==> config.mk <==
export PLATFORM = sky130hd
export DESIGN_NAME = qspi_master_param
export DESIGN_NICKNAME = d
export VERILOG_FILES = /design/src/rtl/qspi_master_param.sv
export SDC_FILE = /design/constraint.sdc
export NUM_CORES = 1
export LEC_CHECK = 0
export ABC_AREA = 1
export BUFFER_PORTS_ARGS = -buffer_cell sky130_fd_sc_hd__buf_2
export CORE_UTILIZATION = 42
export CTS_CLUSTER_DIAMETER = 100
export CTS_CLUSTER_SIZE = 20
export DETAILED_ROUTE_END_ITERATION = 16
export GPL_ROUTABILITY_DRIVEN = 0
export PLACE_DENSITY = 0.7
export SYNTH_ARGS = -nofsm -noshare
export SYNTH_HDL_FRONTEND = slang
export SYNTH_SLANG_ARGS = --single-unit
==> constraint.sdc <==
create_clock -name clk -period 4.1 [get_ports clk]
set_clock_uncertainty 0.1 [all_clocks]
set_input_delay 0.41 -clock clk [delete_from_list [all_inputs] [get_ports clk]]
set_output_delay 0.41 -clock clk [all_outputs]
set_load 0.05 [all_outputs]
==> src/rtl/qspi_master_param.sv <==
// SPI master with single/dual/quad lanes, divided sclk (CPOL=0, CPHA=0) and
// decoded active-low chip selects; one DATA_W-bit full-duplex transfer per start.
module qspi_master_param #(
  parameter int DATA_W  = 8,
  parameter int CLK_DIV = 2,
  parameter int NUM_CS  = 2
) (
  input  logic                      clk,
  input  logic                      reset,
  input  logic                      start,
  input  logic [1:0]                mode,
  input  logic [$clog2(NUM_CS):0]   cs_sel,
  input  logic [DATA_W-1:0]         tx_data,
  output logic [DATA_W-1:0]         rx_data,
  output logic                      busy,
  output logic                      done,
  output logic                      sclk,
  output logic [NUM_CS-1:0]         cs_n,
  output logic [3:0]                mosi,
  input  logic [3:0]                miso
);

  localparam int SW = $clog2(NUM_CS) + 1;
  localparam int CW = $clog2(CLK_DIV + 1);
  localparam int BW = $clog2(DATA_W + 1);
  localparam logic [CW-1:0] LAST   = CW'(CLK_DIV - 1);
  localparam logic [BW-1:0] ALL_BITS = BW'(DATA_W);

  typedef enum logic [2:0] {IDLE, LOW, HIGH, TRAIL, DONE} state_t;

  state_t              state;
  logic [CW-1:0]       cnt;
  logic [BW-1:0]       bits;
  logic [1:0]          mode_q;
  logic [DATA_W-1:0]   tx_sh;
  logic [DATA_W-1:0]   rx_sh;

  function automatic logic [BW-1:0] lanes(input logic [1:0] m);
    case (m)
      2'd0:    return BW'(1);
      2'd1:    return BW'(2);
      default: return BW'(4);
    endcase
  endfunction

  // Current beat taken from the MSB end; lanes above L stay 0.
  function automatic logic [3:0] lane_out(input logic [DATA_W-1:0] d, input logic [1:0] m);
    logic [3:0] r;
    r = 4'h0;
    case (m)
      2'd0:    r[0]   = d[DATA_W-1];
      2'd1:    r[1:0] = d[DATA_W-1 -: 2];
      default: r      = d[DATA_W-1 -: 4];
    endcase
    return r;
  endfunction

  function automatic logic [DATA_W-1:0] rx_shift(input logic [DATA_W-1:0] r,
                                                 input logic [3:0] mi,
                                                 input logic [1:0] m);
    case (m)
      2'd0:    return (r << 1) | DATA_W'(mi[0]);
      2'd1:    return (r << 2) | DATA_W'(mi[1:0]);
      default: return (r << 4) | DATA_W'(mi);
    endcase
  endfunction

  // An out-of-range select leaves every chip select deasserted.
  function automatic logic [NUM_CS-1:0] cs_decode(input logic [SW-1:0] sel);
    logic [NUM_CS-1:0] r;
    r = '1;
    for (int i = 0; i < NUM_CS; i++)
      if (sel == SW'(i)) r[i] = 1'b0;
    return r;
  endfunction

  always_ff @(posedge clk) begin
    if (reset) begin
      state   <= IDLE;
      cnt     <= '0;
      bits    <= '0;
      mode_q  <= 2'd0;
      tx_sh   <= '0;
      rx_sh   <= '0;
      rx_data <= '0;
      busy    <= 1'b0;
      done    <= 1'b0;
      sclk    <= 1'b0;
      cs_n    <= '1;
      mosi    <= 4'h0;
    end else begin
      case (state)
        IDLE: begin
          done <= 1'b0;
          if (start) begin
            tx_sh  <= tx_data;
            rx_sh  <= '0;
            mode_q <= mode;
            cs_n   <= cs_decode(cs_sel);
            mosi   <= lane_out(tx_data, mode);
            sclk   <= 1'b0;
            busy   <= 1'b1;
            bits   <= '0;
            cnt    <= '0;
            state  <= LOW;
          end
        end
        LOW: begin
          if (cnt == LAST) begin
            cnt   <= '0;
            sclk  <= 1'b1;
            rx_sh <= rx_shift(rx_sh, miso, mode_q);
            tx_sh <= tx_sh << lanes(mode_q);
            bits  <= bits + lanes(mode_q);
            state <= HIGH;
          end else begin
            cnt <= cnt + 1'b1;
          end
        end
        HIGH: begin
          if (cnt == LAST) begin
            cnt  <= '0;
            sclk <= 1'b0;
            if (bits == ALL_BITS) begin
              mosi  <= 4'h0;
              state <= TRAIL;
            end else begin
              mosi  <= lane_out(tx_sh, mode_q);
              state <= LOW;
            end
          end else begin
            cnt <= cnt + 1'b1;
          end
        end
        TRAIL: begin
          if (cnt == LAST) begin
            cnt     <= '0;
            cs_n    <= '1;
            done    <= 1'b1;
            rx_data <= rx_sh;
            state   <= DONE;
          end else begin
            cnt <= cnt + 1'b1;
          end
        end
        DONE: begin
          done  <= 1'b0;
          busy  <= 1'b0;
          state <= IDLE;
        end
        default: state <= IDLE;
      endcase
    end
  end

endmodule

**Word-level counts from Yosys, hierarchy flattened**

Cells that the tools add are included.
W data, S select, Z words.

- $add $sub $neg: 2
- Equality and inequality tests: 13
- Shift operators: 1
- Muxes and demuxes: 45
- Bitwise logic cells: 3
- Reductions and logical operators: 25

Operators by type and width:

| operator | count |
|---|---|
| $pmux W8 S2 | 3 |
| $mux W4 | 8 |
| $mux W8 | 4 |
| $pmux W4 S2 | 2 |
| $mux W2 | 7 |
| $mux W3 | 4 |
| $pmux W1 S2 | 6 |
| $pmux W3 S4 | 1 |
| $reduce_bool A2 Y1 | 6 |
| $reduce_and A2 Y1 | 5 |
| $reduce_and A3 Y1 | 3 |
| $eq A2 B1 Y1 const B | 4 |
| $ne A2 B2 Y1 const B | 4 |
| $or A8 B1 Y8 | 1 |
| $or A8 B2 Y8 | 1 |
| $or A8 B4 Y8 | 1 |
| $pmux W2 S2 | 2 |
| $reduce_and A4 Y1 | 2 |
| $shl A8 B4 Y8 | 1 |
| $eq A3 B2 Y1 const B | 2 |
| $logic_not A2 Y1 | 3 |
| $mux W1 | 6 |
| $pmux W3 S2 | 1 |
| $reduce_or A2 Y1 | 3 |
| other kinds (9) | 9 |

- Register bits after elaboration: 44
- Bits of input ports: 19
- Logic and storage cells: 101

**Longest topological paths before layout**

- Word-level depth: 8
- Depth in mapped cells: 11
- Mapped depth without buffers: 11

**Worst setup path after synthesis**

OpenSTA, ideal clock, no wires.

- Path kind: reg-to-reg
- Start point: register mode_q[1]
- End point: register bits[2]
- Setup time: 0.134 ns
- Data arrival time: 1.469 ns
- Path slack: 2.397 ns
- Cell stages (with the launch flop): 10
- Buffers on the path: 1
- Cell sequence: dfxtp_1 nor2_1 buf_4 ha_1 ha_1 inv_1 nand2_1 or2_2 nand3_1 a21oi_1

- Word-level cells in the longest chain between the ends: 8
- Elaborated cells on any way between the ends: 9

Ends and longest elaborated chain:

| what | line | text |
|---|---|---|
| start: declaration | 34 | `logic [1:0] mode_q;` |
| start signal: assignment | 98 | `mode_q <= mode;` |
| $eq A2 B1 Y1 / $logic_not A2 Y1 (equally long branches) | 39 | `case (m)` |
| $pmux W3 S2 * | 39 |  |
| $mux W4 * | 109 | `if (cnt == LAST) begin` |
| $mux W4 * | 92 | `case (state)` |
| $mux W4 * | 78 | `if (reset) begin` |
| $add A4 B4 Y4 * | 114 | `bits <= bits + lanes(mode_q);` |
| $mux W4 * | 109 |  |
| $pmux W4 S2 * | 92 |  |
| end signal: assignment | 114 |  |
| end: declaration | 33 | `logic [BW-1:0] bits;` |

Mark *: on every way between the ends. The rest lies on a longest branch, timed or not. The select of a mux whose other input is x is not followed.
A chain may end at the register's enable or synchronous reset.

**Worst setup path in the final report**

Same ends and word-level chain as after synthesis.

==> impl_results.rst <==
.. list-table::
   :header-rows: 1

   * - Metric
     - Value
   * - Top cells by area in the synthesized netlist
     - dfxtp_1 39%, nand2_1 16%, nor2_1 8.6%
   * - Buffers from clock root to sink, at most
     - 2
   * - Leakage Power
     - 1.183 nW
   * - Detailed placement HPWL
     - 3656 um
   * - Total routed wirelength
     - 4968 um
   * - Vias
     - 2,179
   * - Number of nets with antenna violations after detailed routing
     - 0
   * - Gates resized, CTS repair
     - 0
   * - TritonCTS clock tree
     - done
   * - Wire length of the first global-routing pass
     - 8183 um
   * - Post-CTS setup repair buffer count
     - 0
   * - Global route total overflow
     - 0
   * - Setup Total Neg Slack
     - 0 ns
   * - Gr usage total
     - 0.1882
   * - CP max FO
     - 15
   * - Via density per instance
     - 4.908
   * - Netlist area before placement
     - 2282 um2
   * - Net Count, Synth
     - 364
   * - Pins Over Slew Limit
     - 0
   * - Min-Delay Path Depth
     - 3
   * - Inserted Diodes
     - 0
   * - Element type at the critical path end
     - register
   * - Unrepaired setup endpoints after global routing
     - no
   * - Post-synthesis cell type count
     - 28
   * - Mean Syn Cell Area
     - 6.673 um2
   * - Final hold slack
     - 0.2652 ns
   * - End point of the most critical hold path
     - rx_sh[0]
   * - Number of core rows
     - 26
   * - Final worst path period share
     - 0.5328
   * - Final nets
     - 395
   * - Startpoint of the lowest-slack register-to-register path
     - mode_q[1]
   * - Root Buffer
     - clkbuf_8
   * - Post-route insts no fill
     - 444
   * - Endpoint of the worst register-to-register path
     - bits[2]
   * - Area of the core
     - 5172 um2
   * - Power Dens Cells
     - 667.3 nW/um2
   * - Register-to-Register Setup Slack
     - 1.92 ns
   * - Area growth, synth to finish
     - 13.10%
   * - Critical hold path startpoint
     - miso[0]
   * - DIE WIDTH
     - 75.72 um
   * - Die H
     - 75.72 um
   * - # setup viols final
     - 0
   * - Share of final-layout standard cells stronger than drive strength 1
     - 0.1872
   * - Insertion delay of the later-clocked pin in the worst-skew pair
     - 0.30 ns
   * - Sequential cell area fraction in the yosys report
     - 0.3860
   * - R2r worst-path depth
     - 8
   * - Number of levels in the clock H-tree
     - 2
   * - Hold bufs inserted after CTS
     - 0
   * - DRC violations left
     - 0
   * - Type of the most critical hold path
     - primary input to register
   * - DR pass1 iterations
     - 4
   * - Final hold viol count
     - 0
   * - Clock edge transition at the registers on the reported setup and hold paths
     - 0.09 ns
   * - Arr. time, crit path
     - 2.32 ns
   * - Starting utilization of the core area
     - 0.4412
   * - Initial antenna violation count
     - 0
   * - Clock period minus worst slack
     - 2.185 ns
   * - Max-cap viol count
     - 0
   * - Top cell type's share of synthesized area
     - 0.3860
   * - Post-layout power
     - 1.722 mW
   * - Cell count after synthesis
     - 342
   * - Die area
     - 5733 um2
   * - Maximum vdd drop
     - 0.2133 mV
   * - Worst slew margin relative to its limit
     - 0.4392
   * - Via count of the first global-routing pass
     - 1,805
   * - Kind of start point of the critical path
     - register
   * - Number of top-level pins
     - 36
   * - Slew of the pin with the lowest slew margin
     - 0.8380 ns
   * - CTS sink cnt
     - 44
   * - Number of DRC markers in iteration 0
     - 129
   * - Setup CP Type
     - register to register
   * - Port buffer count
     - 35
   * - Status
     - complete, no violations
   * - Cts bufs inserted
     - 5
   * - Maximum frequency from static timing analysis
     - 457.7 MHz
   * - Post-synth top area cell
     - dfxtp_1
   * - Number of synthesized register bits
     - 44
   * - WP data required
     - 4.23 ns
   * - Maximum number of pins on one net before global-route repair
     - 28
   * - Yosys warning count
     - 0
   * - Inst Count DP
     - 436
   * - Routed wirelength normalized by instance count
     - 11.19 um
==> layout by cell type, fill, tap and decap left out, drive strengths merged, types with 2 or more instances in the layout <==
cell and count:
o22ai 4, dfxtp 44, a21oi 28, inv 32, nand3 27, nor2 55, o211ai 2, nand2 108
ha 3, o21ai 22, buf 35, nand4 2, clkbuf 5, or2 2
==> synth_stat cells <==
master and count:
inv_2 5, a31oi_1 1, ha_1 3, or2_2 1, buf_6 2, dfxtp_1 44, clkinv_1 1, nor2_1 52
a21oi_1 21, o21ai_0 20, nand4_1 2, nand2_2 8, o22ai_1 4, buf_2 2, nor3_1 1, nand3_4 1
o211ai_1 2, nand2_1 100, clkbuf_1 5, nand3_2 2, a21oi_2 7, nor2_4 3, or2_1 1, inv_1 26
buf_12 1, nand3_1 24, buf_4 1, o21ai_1 2
==> metal layers <==
| metal | global-route usage | vias to the layer above | wire length (um) |
|---|---|---|---|
| met1 | 0.2492 | 976 | 2411 |
| met2 | 0.3095 | 44 | 2283 |
| met3 | 0.03175 | 9 | 182 |
| met5 | 0 | - | 0 |
| li1 | - | 1150 | - |
| met4 | 0.06790 | 0 | 90 |
==> registers in the layout, summed over array words and instances (netlist names) <==
register,cells
state,3
tx_sh,8
rx_sh,8
done,1
busy,1
rx_data,8
cs_n,2
bits,4
mode_q,2
cnt,2
sclk,1
mosi,4
==> worst max-delay path by stage <==
stage                         start      end  slack (ns)  cells past startpoint
after floorplan           mode_q[1]  bits[2]        2.40                      9
after CTS                 mode_q[1]  bits[2]        1.92                      8
after global routing      mode_q[1]  bits[2]        1.72                      8
after detailed placement  mode_q[1]  bits[2]        1.94                      8
final                     mode_q[1]  bits[2]        1.92                      8
after global placement    mode_q[1]  bits[2]        2.02                      8
==> power by group <==
group	internal (mW)	leakage, nW	switching, mW
clock	0.184	0.0548	0.156
sequential	0.519	0.359	0.0824
combinational	0.222	0.770	0.561
==> stage by stage <==
step / cell area (um2) / setup WS [ns] / util
floorplan: 2282 / 2.397 / -
global placement: 2466 / 2.020 / 0.4768
detailed placement: 2466 / 1.944 / 0.4768
CTS: 2581 / 1.920 / 0.4990
global route: 2581 / 1.720 / 0.4990
finish: 2581 / 1.915 / 0.4990
==> kinds of logic after synthesis <==
kind of cell,synth area share
buf+inv,0.08717
simple gates,0.3690
compound gates,0.1414
flops,0.3860
fa+ha+maj,0.01645
==> critical path, cell delays in order, from the launching register on <==
cell and delay, ns:
dfxtp_1 0.47, nor2_1 0.71, ha_1 0.32, ha_1 0.15, inv_1 0.04, nand2_1 0.06
or2_2 0.10, nand3_1 0.05, a21oi_1 0.12
==> final cells by class <==
class / instances / area [um2]
flip-flops and latches: 44 / 880.8
clock inverters: 3 / 46.29
repair buffers: 35 / 175.2
clock buffers: 5 / 68.82
multi-input cells: 255 / 1202
fillers: 536 / 2591
inverters: 32 / 120.1
well taps: 70 / 87.58
Power figures use the tool's default switching activity.
